[config.mk]
export PLATFORM = sky130hd
export DESIGN_NAME = adder_xbit_pipe_flat
export DESIGN_NICKNAME = d
export VERILOG_FILES = /design/src/rtl/adder_xbit_pipe_if.sv /design/src/rtl/adder_xbit_pipe.sv /design/src/flat_wrapper.sv
export SDC_FILE = /design/constraint.sdc
export NUM_CORES = 1
export LEC_CHECK = 0
export ABC_AREA = 1
export CORE_ASPECT_RATIO = 0.5
export CORE_UTILIZATION = 52
export DETAILED_ROUTE_END_ITERATION = 8
export PLACE_DENSITY = 0.83
export SLEW_MARGIN = 20
export SYNTH_ARGS = -nofsm -noshare
export SYNTH_HDL_FRONTEND = slang
export SYNTH_HIERARCHICAL = 1
export SYNTH_SLANG_ARGS = --single-unit
[constraint.sdc]
create_clock -name i_clk -period 3.6 [get_ports i_clk]
set_input_delay 0.36 -clock i_clk [delete_from_list [all_inputs] [get_ports i_clk]]
set_output_delay 0.36 -clock i_clk [all_outputs]
set_load 0.1 [all_outputs]
[src/rtl/adder_xbit_pipe_if.sv]
// Handshake bundle for the pipelined adder: operation request in, result out.
// The master side issues operations and accepts results; the adder is the slave.
interface adder_xbit_pipe_if #(
   parameter int DATA_WIDTH = 32
);
   logic                  i_valid;
   logic                  o_ready;
   logic [DATA_WIDTH-1:0] i_num_a;
   logic [DATA_WIDTH-1:0] i_num_b;
   logic                  i_cry;
   logic                  i_sub;
   logic                  o_valid;
   logic                  i_ready;
   logic [DATA_WIDTH-1:0] o_res;
   logic                  o_cry;
   logic                  o_ovf;

   modport master (
      output i_valid, i_num_a, i_num_b, i_cry, i_sub, i_ready,
      input  o_ready, o_valid, o_res, o_cry, o_ovf
   );

   modport slave (
      input  i_valid, i_num_a, i_num_b, i_cry, i_sub, i_ready,
      output o_ready, o_valid, o_res, o_cry, o_ovf
   );
endinterface

[src/rtl/adder_xbit_pipe.sv]
// Pipelined carry-lookahead adder/subtractor: each stage resolves one CHUNK-bit slice
// with lookahead carry and hands the carry to the next stage; valid/ready on both ends.

module adder_xbit_stage #(
   parameter int DATA_WIDTH = 32,
   parameter int CHUNK      = 8,
   parameter int K          = 0
) (
   input  logic                  i_clk,
   input  logic                  i_rst,
   input  logic                  ld,
   input  logic                  v_d,
   input  logic [DATA_WIDTH-1:0] w_d,
   input  logic [DATA_WIDTH-1:0] b_d,
   input  logic                  c_d,
   output logic                  v_q,
   output logic [DATA_WIDTH-1:0] w_q,
   output logic [DATA_WIDTH-1:0] b_q,
   output logic                  c_q,
   output logic                  ovf_q
);
   localparam int LO = K * CHUNK;

   logic [CHUNK-1:0]      g, p, s;
   logic [CHUNK:0]        c;
   logic [DATA_WIDTH-1:0] w_nx;

   assign g = w_d[LO +: CHUNK] & b_d[LO +: CHUNK];
   assign p = w_d[LO +: CHUNK] ^ b_d[LO +: CHUNK];

   // Flat lookahead: every carry is a sum of generate terms gated by the propagates above them.
   always_comb begin
      logic cc, pp;
      cc   = 1'b0;
      pp   = 1'b1;
      c    = '0;
      c[0] = c_d;
      for (int i = 0; i < CHUNK; i++) begin
         cc = 1'b0;
         for (int j = 0; j <= i; j++) begin
            pp = 1'b1;
            for (int m = j + 1; m <= i; m++) pp = pp & p[m];
            cc = cc | (g[j] & pp);
         end
         pp = 1'b1;
         for (int m = 0; m <= i; m++) pp = pp & p[m];
         c[i+1] = cc | (pp & c_d);
      end
   end

   assign s = p ^ c[CHUNK-1:0];

   // w carries finished result chunks below LO and untouched operand a above.
   always_comb begin
      w_nx              = w_d;
      w_nx[LO +: CHUNK] = s;
   end

   always_ff @(posedge i_clk) begin
      if (i_rst) begin
         v_q   <= 1'b0;
         w_q   <= '0;
         b_q   <= '0;
         c_q   <= 1'b0;
         ovf_q <= 1'b0;
      end else if (ld) begin
         v_q <= v_d;
         if (v_d) begin
            w_q   <= w_nx;
            b_q   <= b_d;
            c_q   <= c[CHUNK];
            ovf_q <= c[CHUNK] ^ c[CHUNK-1];
         end
      end
   end
endmodule

module adder_xbit_pipe #(
   parameter int DATA_WIDTH = 32,
   parameter int STAGE_NUM  = 4
) (
   input  logic               i_clk,
   input  logic               i_rst,
   adder_xbit_pipe_if.slave   bus
);
   localparam int CHUNK = DATA_WIDTH / STAGE_NUM;

   logic [STAGE_NUM-1:0]                 vld_pipe;
   logic [STAGE_NUM-1:0]                 ld;
   logic [STAGE_NUM-1:0][DATA_WIDTH-1:0] w_q;
   logic [STAGE_NUM-1:0][DATA_WIDTH-1:0] b_q;
   logic [STAGE_NUM-1:0]                 c_q;
   logic [STAGE_NUM-1:0]                 ovf_q;
   logic                                 unused_ok;

   // A stage may load when empty or when everything downstream of it moves; bubbles collapse.
   always_comb begin
      ld              = '0;
      ld[STAGE_NUM-1] = ~vld_pipe[STAGE_NUM-1] | bus.i_ready;
      for (int k = STAGE_NUM - 2; k >= 0; k--) ld[k] = ~vld_pipe[k] | ld[k+1];
   end

   assign bus.o_ready = ld[0];

   for (genvar k = 0; k < STAGE_NUM; k++) begin : g_stg
      logic                  v_d, c_d;
      logic [DATA_WIDTH-1:0] w_d, b_d;
      if (k == 0) begin : g_head
         assign v_d = bus.i_valid;
         assign w_d = bus.i_num_a;
         assign b_d = bus.i_sub ? ~bus.i_num_b : bus.i_num_b;
         assign c_d = bus.i_cry ^ bus.i_sub;
      end else begin : g_body
         assign v_d = vld_pipe[k-1];
         assign w_d = w_q[k-1];
         assign b_d = b_q[k-1];
         assign c_d = c_q[k-1];
      end
      adder_xbit_stage #(
         .DATA_WIDTH (DATA_WIDTH),
         .CHUNK      (CHUNK),
         .K          (k)
      ) u_stage (
         .i_clk (i_clk),
         .i_rst (i_rst),
         .ld    (ld[k]),
         .v_d   (v_d),
         .w_d   (w_d),
         .b_d   (b_d),
         .c_d   (c_d),
         .v_q   (vld_pipe[k]),
         .w_q   (w_q[k]),
         .b_q   (b_q[k]),
         .c_q   (c_q[k]),
         .ovf_q (ovf_q[k])
      );
   end

   // Last operand copy and early-stage overflow flags have no consumer.
   assign unused_ok = ^{b_q[STAGE_NUM-1], ovf_q};

   assign bus.o_valid = vld_pipe[STAGE_NUM-1];
   assign bus.o_res   = w_q[STAGE_NUM-1];
   assign bus.o_cry   = c_q[STAGE_NUM-1];
   assign bus.o_ovf   = ovf_q[STAGE_NUM-1];
endmodule

[src/flat_wrapper.sv]
// flat-port wrapper written by rule: the top's interface ports become plain ports
module adder_xbit_pipe_flat 
#(
   parameter int DATA_WIDTH = 32,
   parameter int STAGE_NUM  = 4
)
  (i_clk, i_rst, bus_i_valid, bus_i_num_a, bus_i_num_b, bus_i_cry, bus_i_sub, bus_i_ready, bus_o_ready, bus_o_valid, bus_o_res, bus_o_cry, bus_o_ovf);
  adder_xbit_pipe_if #(.DATA_WIDTH(DATA_WIDTH)) bus_i ();
  input  logic i_clk;
  input  logic i_rst;
  input wire logic [$bits(bus_i.i_valid)-1:0] bus_i_valid;
  input wire logic [$bits(bus_i.i_num_a)-1:0] bus_i_num_a;
  input wire logic [$bits(bus_i.i_num_b)-1:0] bus_i_num_b;
  input wire logic [$bits(bus_i.i_cry)-1:0] bus_i_cry;
  input wire logic [$bits(bus_i.i_sub)-1:0] bus_i_sub;
  input wire logic [$bits(bus_i.i_ready)-1:0] bus_i_ready;
  output wire logic [$bits(bus_i.o_ready)-1:0] bus_o_ready;
  output wire logic [$bits(bus_i.o_valid)-1:0] bus_o_valid;
  output wire logic [$bits(bus_i.o_res)-1:0] bus_o_res;
  output wire logic [$bits(bus_i.o_cry)-1:0] bus_o_cry;
  output wire logic [$bits(bus_i.o_ovf)-1:0] bus_o_ovf;
  assign bus_i.i_valid = bus_i_valid;
  assign bus_i.i_num_a = bus_i_num_a;
  assign bus_i.i_num_b = bus_i_num_b;
  assign bus_i.i_cry = bus_i_cry;
  assign bus_i.i_sub = bus_i_sub;
  assign bus_i.i_ready = bus_i_ready;
  assign bus_o_ready = bus_i.o_ready;
  assign bus_o_valid = bus_i.o_valid;
  assign bus_o_res = bus_i.o_res;
  assign bus_o_cry = bus_i.o_cry;
  assign bus_o_ovf = bus_i.o_ovf;
  adder_xbit_pipe #(.DATA_WIDTH(DATA_WIDTH), .STAGE_NUM(STAGE_NUM)) u_core (.i_clk(i_clk), .i_rst(i_rst), .bus(bus_i));
endmodule
After elaboration in Yosys (flattened, before gate mapping)
Index checks and enable logic that the tools add are counted.
- register bits after elaboration: 233
- word-level logic and storage cells: 444
- output and inout bits: 36
- input port bits: 70
- bitwise logic cells: 423
- reductions and logical operators: 4
- multiplexer cells: 1
- operators by type and width (cell ; count):
    1-bit bitwise AND ; 256
    1-bit OR ; 148
    8-bit XOR ; 8
    8-bit bitwise AND ; 4
    32-bit 2-to-1 mux ; 1
    32-bit inverter ; 1
    2-bit AND reduction ; 4
    1-bit inverter ; 4
    1-bit XOR ; 2

Logic depth before layout (Yosys ltp)
Gate-level depths: netlist of run 1.
- word-level depth: 18
- depth in mapped cells: 15
- gate-level depth less buffers: 13

Hierarchy
Netlist of run 1, hierarchy kept.
- by module, submodules not included (module ; cells an instance ; seq. area each (µm²) ; area an instance (µm²) ; times used):
    adder_xbit_stage (u_core.g_stg[3].u_stage) ; 363 ; 1341.3 ; 2737.6 ; 1
    adder_xbit_stage (u_core.g_stg[2].u_stage) ; 357 ; 1341.3 ; 2725.1 ; 1
    adder_xbit_stage (u_core.g_stg[0].u_stage) ; 355 ; 1341.3 ; 2701.3 ; 1
    adder_xbit_stage (u_core.g_stg[1].u_stage) ; 354 ; 1341.3 ; 2688.8 ; 1
    adder_xbit_pipe ; 43 ; 0.0 ; 386.6 ; 1

Least setup slack after synthesis of run 1
No wires, ideal clock.
- kind: flip-flop to flip-flop
- start: register u_core.g_stg[3].u_stage.v_q
- end: register u_core.g_stg[0].u_stage.w_q[4]
- setup slack: 0.167 ns
- period minus slack after synthesis: 3.433 ns
- setup time: 0.116 ns
- path buffers: 1
- arrival time: 3.316 ns
- cell stages (with the launch flop): 9
- required time: 3.484 ns
- path through: dfxtp_1 -> inv_1 -> nor2_1 -> nand4_1 -> nand2_1 -> inv_2 -> clkbuf_1 -> o211ai_1 -> inv_1
- longest elaborated chain between the ends: 6
- ends and longest elaborated chain (item ; RTL line ; RTL):
    start: declaration ; adder_xbit_pipe.sv:16 ; output logic v_q,
    start signal: assignment ; adder_xbit_pipe.sv:67 ; v_q <= v_d;
    1-bit inverter ; adder_xbit_pipe.sv:99 ; ld[STAGE_NUM-1] = ~vld_pipe[STAGE_NUM-1] | bus.i_ready;
    1-bit OR ; adder_xbit_pipe.sv:99 ;
    1-bit OR (3 in a row) ; adder_xbit_pipe.sv:100 ; for (int k = STAGE_NUM - 2; k >= 0; k--) ld[k] = ~vld_pipe[k] | ld[k+1];
    via bus_o_ready ; flat_wrapper.sv:17 ; output wire logic [$bits(bus_i.o_ready)-1:0] bus_o_ready;
    2-bit AND reduction (no line) ; -- ;
    end signal: assignment ; adder_xbit_pipe.sv:69 ; w_q <= w_nx;
    end: declaration ; adder_xbit_pipe.sv:17 ; output logic [DATA_WIDTH-1:0] w_q,
The timed path passes the listed nets, and every way through them passes these cells.
A chain may end at the register's enable or synchronous reset.

Final worst setup path of run 1
- start: register u_core.g_stg[3].u_stage.v_q
- end: output bus_o_valid
- RTL lines (item ; RTL line ; RTL):
    end: declaration ; flat_wrapper.sv:18 ; output wire logic [$bits(bus_i.o_valid)-1:0] bus_o_valid;
No word-level cell between the ends.

==> results.yml, run 1 <==
setup_path:
  crit_arrival_ps: 1960
  cp.buffers_inverters: 1
  crit_family: "buffers and inverters"
  crit_required_ps: 3240
  ff2ff_setup_slack_ps: 1500
  critPathMaxFanout: 3
  end_kind: "output port"
  start_kind: "flop"
  cpMaxStageDelayCell: "clkdlybuf4s50_1"
  critical_path_class: "flop to output port"
  crit_chain: "clkdlybuf4s50_1"
  slowest_delay_ps: 1150
clock_network:
  htreeDepth: 4
  cts.sinks: 185
  cts_setup_buffers: 0
  clock_latency_ps: 430
  cts_buffers: 17
  holdBufCountCts: 0
  clockBufferDepth: 2
  path_clk_slew_ps: 70
  root_buffer: "clkbuf_16"
  cts_tree: "done"
  cts_resized: 0
yosys:
  synth_area_mm2: 0.00845
  ys.warnings.count: 6
  synthesis.nets: 1227
  syn_avg_cell_area_um2: 7.54
  syn-instance-count: 1121
floorplanning:
  fp.coreArea_mm2: 0.0157
  initial_core_util: 0.540
  placementRows: 32
  die_area_mm2: 0.0168
  die_y_um: 92.2
  io_pins: 106
  fp.dieW_um: 182
power:
  p_sw_frac: 0.278
  p_int_mw: 3.49
  powerDensity_mw_per_mm2: 480
  p_leak_nw: 4.44
  switchingPower_mw: 1.34
  ir_drop_mv: 0.407
  power_frac_comb: 0.157
  p_clk_frac: 0.376
  seqPwrFrac: 0.466
  power.total_mw: 4.83
sta:
  finalMaxSlewViolations: 0
  holdWs_ps: 478
  hold_viol: 0
  tns_ps: 0
  min_period_ps: 2320
  clock.fmax_mhz: 431
  relSlewSlack: 0.317
  setup_viol: 0
  clock_skew_ps: 9.63
  rsz0062_at_grt: "false"
  period_share: 0.645
  worstMarginPinSlew_ps: 1020
cells_and_area:
  fillers: 1324
  syn2layout_area_growth_pct: 18.9
  num-nets-final: 1289
  finish.utilization: 0.642
  instances_no_fill: 1417
  regArea_mm2: 0.00370
  diodes: 0
  multi_input_area_mm2: 0.00404
  drive_above_1_share: 0.0803
global_routing:
  grt_pass1_vias: 6559
  grt_max_degree: 62
  track_usage: 0.237
  grt_pass1_wl_um: 31600
  antenna_found_initial: 0
  grt_overflow_total: 0
detailed_routing:
  avgRoutedWirePerCell_um: 13.3
  num_vias: 7094
  drt_iter0_drc: 575
  drc: 0
  drt-total-wl_um: 18800
  ant_nets: 0
  post_drt_via_cell_ratio: 5.01
  dr.pass1.iters: 6
placement:
  port_buffers: 105
  dp.cells: 1385
  hpwl_um: 13300
  gp_congestion: 0.851
status:
  outcome: "complete, no violations"
run:
  drv_cap: 0
hold_path:
  hold_class: "flop to flop"
[metrics by stage]
| stage | area, um^2 | worst slack [ps] |
|---|---|---|
| after floorplan | 8450 | 167 |
| after global placement | 9470 | 1270 |
| after detailed placement | 9470 | 1160 |
| after CTS | 10000 | 1260 |
| after global routing | 10000 | 1220 |
| final | 10000 | 1280 |
[metal layers]
metal / GRT usage / vias to the layer above / wire, um / part of all wire
met5: 0 / - / 0 / 0
li1: - / 3679 / - / -
met3: 0.0441 / 18 / 1170 / 0.062
met1: 0.355 / 3176 / 10100 / 0.54
met4: 0.0700 / 0 / 174 / 0.0093
met2: 0.341 / 221 / 7400 / 0.39
[power groups by stage]
stage	combinational, mW	sequential, mW	clock, mW
after global routing	0.846	2.26	1.94
after detailed placement	0.748	2.29	0
final	0.759	2.25	1.82
after global placement	0.732	2.29	0
after floorplan	0.463	2.36	0
after CTS	0.756	2.25	1.84
[final cells by class]
| class | instances | area share |
|---|---|---|
| inverters | 88 | 0.0342 |
| repair buffers | 114 | 0.111 |
| clock inverters | 11 | 0.0107 |
| well taps | 221 | 0.0275 |
| multi-input cells | 777 | 0.402 |
| flip-flops and latches | 185 | 0.369 |
| clock buffers | 21 | 0.0468 |
[final timing paths]
kind	startpoint	end	depth (start not counted)
max	u_core/g_stg[3].u_stage/v_q$_SDFFE_PP0P_	bus_o_valid	1
min	u_core/g_stg[0].u_stage/b_q[21]$_SDFFE_PP0P_	u_core/g_stg[0].u_stage/b_q[21]$_SDFFE_PP0P_	2
max reg2reg	u_core/g_stg[3].u_stage/v_q$_SDFFE_PP0P_	u_core/g_stg[0].u_stage/w_q[0]$_SDFFE_PP0P_	7
min reg2reg	u_core/g_stg[0].u_stage/b_q[21]$_SDFFE_PP0P_	u_core/g_stg[0].u_stage/b_q[21]$_SDFFE_PP0P_	2
[flip-flops by register name (all words and copies together) (netlist names)]
name	flops
u_core/g_stg.u_stage/b_q	48
u_core/g_stg.u_stage/c_q	4
u_core/g_stg.u_stage/ovf_q	1
u_core/g_stg.u_stage/v_q	4
u_core/g_stg.u_stage/w_q	128
[layout by cell type, fill, tap and decap left out, types with 2 or more instances in the layout]
| master | instances |
|---|---|
| nor2_1 | 343 |
| dfxtp_1 | 185 |
| o21ai_0 | 151 |
| clkdlybuf4s50_1 | 103 |
| inv_1 | 76 |
| nand2_1 | 70 |
| xor2_1 | 45 |
| ha_1 | 32 |
| a21oi_1 | 21 |
| clkbuf_16 | 17 |
| nand3_1 | 17 |
| o21ai_1 | 16 |
| nand2_2 | 15 |
| nand3_2 | 12 |
| inv_2 | 11 |
| buf_4 | 10 |
| nand4_1 | 10 |
| or2_2 | 6 |
| inv_6 | 5 |
| o211ai_1 | 5 |
| nor2_2 | 4 |
| nand3b_1 | 4 |
| xnor2_1 | 4 |
| nor3_1 | 4 |
| fa_1 | 4 |
| clkbuf_8 | 3 |
| or2_1 | 3 |
| clkinvlp_4 | 2 |
| clkinv_2 | 2 |
| nand4_2 | 2 |
| o221ai_1 | 2 |
Power figures use the tool's default switching activity.
==> run 2, diff against run 1 <==
--- a/config.mk
+++ b/config.mk
@@ -9,7 +9,7 @@
 export CORE_ASPECT_RATIO = 0.5
 export CORE_UTILIZATION = 52
 export DETAILED_ROUTE_END_ITERATION = 8
-export PLACE_DENSITY = 0.83
+export PLACE_DENSITY = 0.86
 export SLEW_MARGIN = 20
 export SYNTH_ARGS = -nofsm -noshare
 export SYNTH_HDL_FRONTEND = slang
==> constraint.sdc (replaced) <==
create_clock -name i_clk -period 2 [get_ports i_clk]
set_input_delay 0.2 -clock i_clk [delete_from_list [all_inputs] [get_ports i_clk]]
set_output_delay 0.2 -clock i_clk [all_outputs]
set_load 0.1 [all_outputs]
==> run 2 against run 1 <==
  * First-iteration DRC count shrank 0.52%
  * Via count is 2.4% higher
  * Die area unchanged
  * Worst setup slack worse by 1000 ps
  * Critical path type unchanged
  * Register-to-register slack got worse by 1200 ps
  * Combinational power increased by 84%
  * Sequential share of layout area shrank 0.25 points
  * Global-route usage increased by 0.59 points
  * Sequential power increased by 80%
  * Utilization is 0.50 points higher
==> results.yml, run 2 (synthesis gave the netlist of run 1 again) <==
detailed_routing:
  dr.pass1.iters: 7
  num_vias: 7262
  post_drt_via_cell_ratio: 5.07
  ant_nets: 0
  drt_iter0_drc: 572
  drt-total-wl_um: 19400
  drc: 0
  avgRoutedWirePerCell_um: 13.6
sta:
  clock.fmax_mhz: 573
  finalMaxSlewViolations: 0
  rsz0062_at_grt: "false"
  setup_viol: 0
  hold_viol: 0
  worstMarginPinSlew_ps: 690
  min_period_ps: 1740
  period_share: 0.872
  relSlewSlack: 0.540
  tns_ps: 0
  clock_skew_ps: 7.93
placement:
  dpl_cell_area_mm2: 0.00954
  gp_congestion: 0.851
  port_buffers: 105
  hpwl_um: 14300
  dp.cells: 1399
cells_and_area:
  drive_above_1_share: 0.122
  regMostFlops: "u_core/g_stg.u_stage/w_q"
  final_cell_area_mm2: 0.0101
  diodes: 0
  layout_commonest_cell: "nor2_1"
  final_cell_mix: "nor2_1 (342), dfxtp_1 (184), o21ai_0 (146), inv_1 (75), nand2_1 (69)"
  fillers: 1243
  largest_register_ffs: 128
  syn2layout_area_growth_pct: 19.8
  instances_no_fill: 1431
  num-nets-final: 1303
  largest_registers: "u_core/g_stg.u_stage/w_q (128), u_core/g_stg.u_stage/b_q (48)"
setup_path:
  slowest_delay_ps: 370
  crit_family: "buffers and inverters"
  critPathMaxFanout: 4
  cp.buffers_inverters: 3
  critical_path_class: "flop to output port"
  crit_chain: "inv_2, nor2_4, nand4_1, buf_4, buf_12"
  end_kind: "output port"
  crit_required_ps: 1800
  cpMaxStageDelayCell: "dfxtp_4"
  crit_arrival_ps: 1540
  start_kind: "flop"
clock_network:
  cts_resized: 0
  clock_latency_ps: 420
  cts_tree: "done"
  cts_setup_buffers: 0
  cts.sinks: 185
  root_buffer: "clkbuf_16"
  holdBufCountCts: 0
  path_clk_slew_ps: 70
  htreeDepth: 4
  clockBufferDepth: 2
  cts_buffers: 17
floorplanning:
  placementRows: 32
  fp.dieW_um: 182
  die_y_um: 92.2
  io_pins: 106
  initial_core_util: 0.540
  fp.coreArea_mm2: 0.0157
  die_area_mm2: 0.0168
hold_path:
  hold_class: "primary input to flop"
global_routing:
  grt_overflow_total: 0
  grt_pass1_vias: 6963
  grt_max_degree: 62
  track_usage: 0.243
  antenna_found_initial: 0
  grt_pass1_wl_um: 32700
power:
  powerDensity_mw_per_mm2: 865
  p_leak_nw: 4.58
  power.total_mw: 8.76
  ir_drop_mv: 0.675
run:
  drv_cap: 0
status:
  outcome: "complete, no violations"
[run 2: cell types whose count changed in the layout (fill, tap and decap cells not counted), moves of 2 or more]
cell	delta
buf_12	+3
clkinvlp_4	+2
clkdlybuf4s50_1	-35
clkbuf_8	-2
o21ai_0	-5
o21ai_1	+5
buf_4	+46
[run 2: through the flow]
stage	util	hold slack, ps	setup slack [ps]
6_report	0.647	401	256
2_1_floorplan	-	259	-766
5_1_grt	0.647	434	123
3_3_place_gp	0.609	458	-18.7
3_5_place_dp	0.609	468	-133
4_1_cts	0.647	389	258
[run 2: cell type report]
type,count,area [um^2],share of cell area
multi-input combinational,777,4050,0.399
clock inverter,12,139,0.0137
clock buffer,20,447,0.0441
inverter,88,347,0.0342
tap,221,277,0.0273
timing repair buffer,128,1170,0.115
sequential,185,3710,0.366
[run 2: where the power goes]
group / internal (mW) / switching (mW) / total, mW
clock: 1.89 / 1.41 / 3.30
sequential: 3.91 / 0.145 / 4.06
combinational: 0.551 / 0.853 / 1.40
total: 6.35 / 2.41 / 8.76
[run 2: layer usage]
layer	vias up	share of wire	wire, um	track usage
met1	3269	0.48	9390	0.344
li1	3701	-	-	-
met2	267	0.42	8220	0.378
met3	25	0.080	1560	0.0413
met5	-	0	0	0
met4	0	0.014	263	0.0714
[run 2: worst paths after layout]
| path | from | end | slack, ps | cells past startpoint |
|---|---|---|---|---|
| max | u_core/g_stg[3].u_stage/v_q$_SDFFE_PP0P_ | bus_o_ready | 260 | 5 |
| min | bus_i_num_a[29] | u_core/g_stg[0].u_stage/w_q[29]$_SDFFE_PP0P_ | 400 | 3 |
| max reg2reg | u_core/g_stg[2].u_stage/w_q[28]$_SDFFE_PP0P_ | u_core/g_stg[3].u_stage/ovf_q$_SDFFE_PP0P_ | 290 | 12 |
| min reg2reg | u_core/g_stg[0].u_stage/w_q[20]$_SDFFE_PP0P_ | u_core/g_stg[0].u_stage/w_q[20]$_SDFFE_PP0P_ | 480 | 2 |
[run 2: worst reg2reg max path: cells and delay by family, from the launching register on]
family	cells	cell delay, ps
and+or+nand+nor	9	810
DFF	1	320
buffers and inverters	2	80
adders and majority gates	1	420
==> run 3, diff against run 2 <==
--- a/config.mk
+++ b/config.mk
@@ -10,6 +10,7 @@
 export CORE_UTILIZATION = 52
 export DETAILED_ROUTE_END_ITERATION = 8
 export PLACE_DENSITY = 0.86
+export SKIP_LAST_GASP = 1
 export SLEW_MARGIN = 20
 export SYNTH_ARGS = -nofsm -noshare
 export SYNTH_HDL_FRONTEND = slang
==> results of run 3 <==
The final DEF is identical to that of run 2; final timing and power are the same.
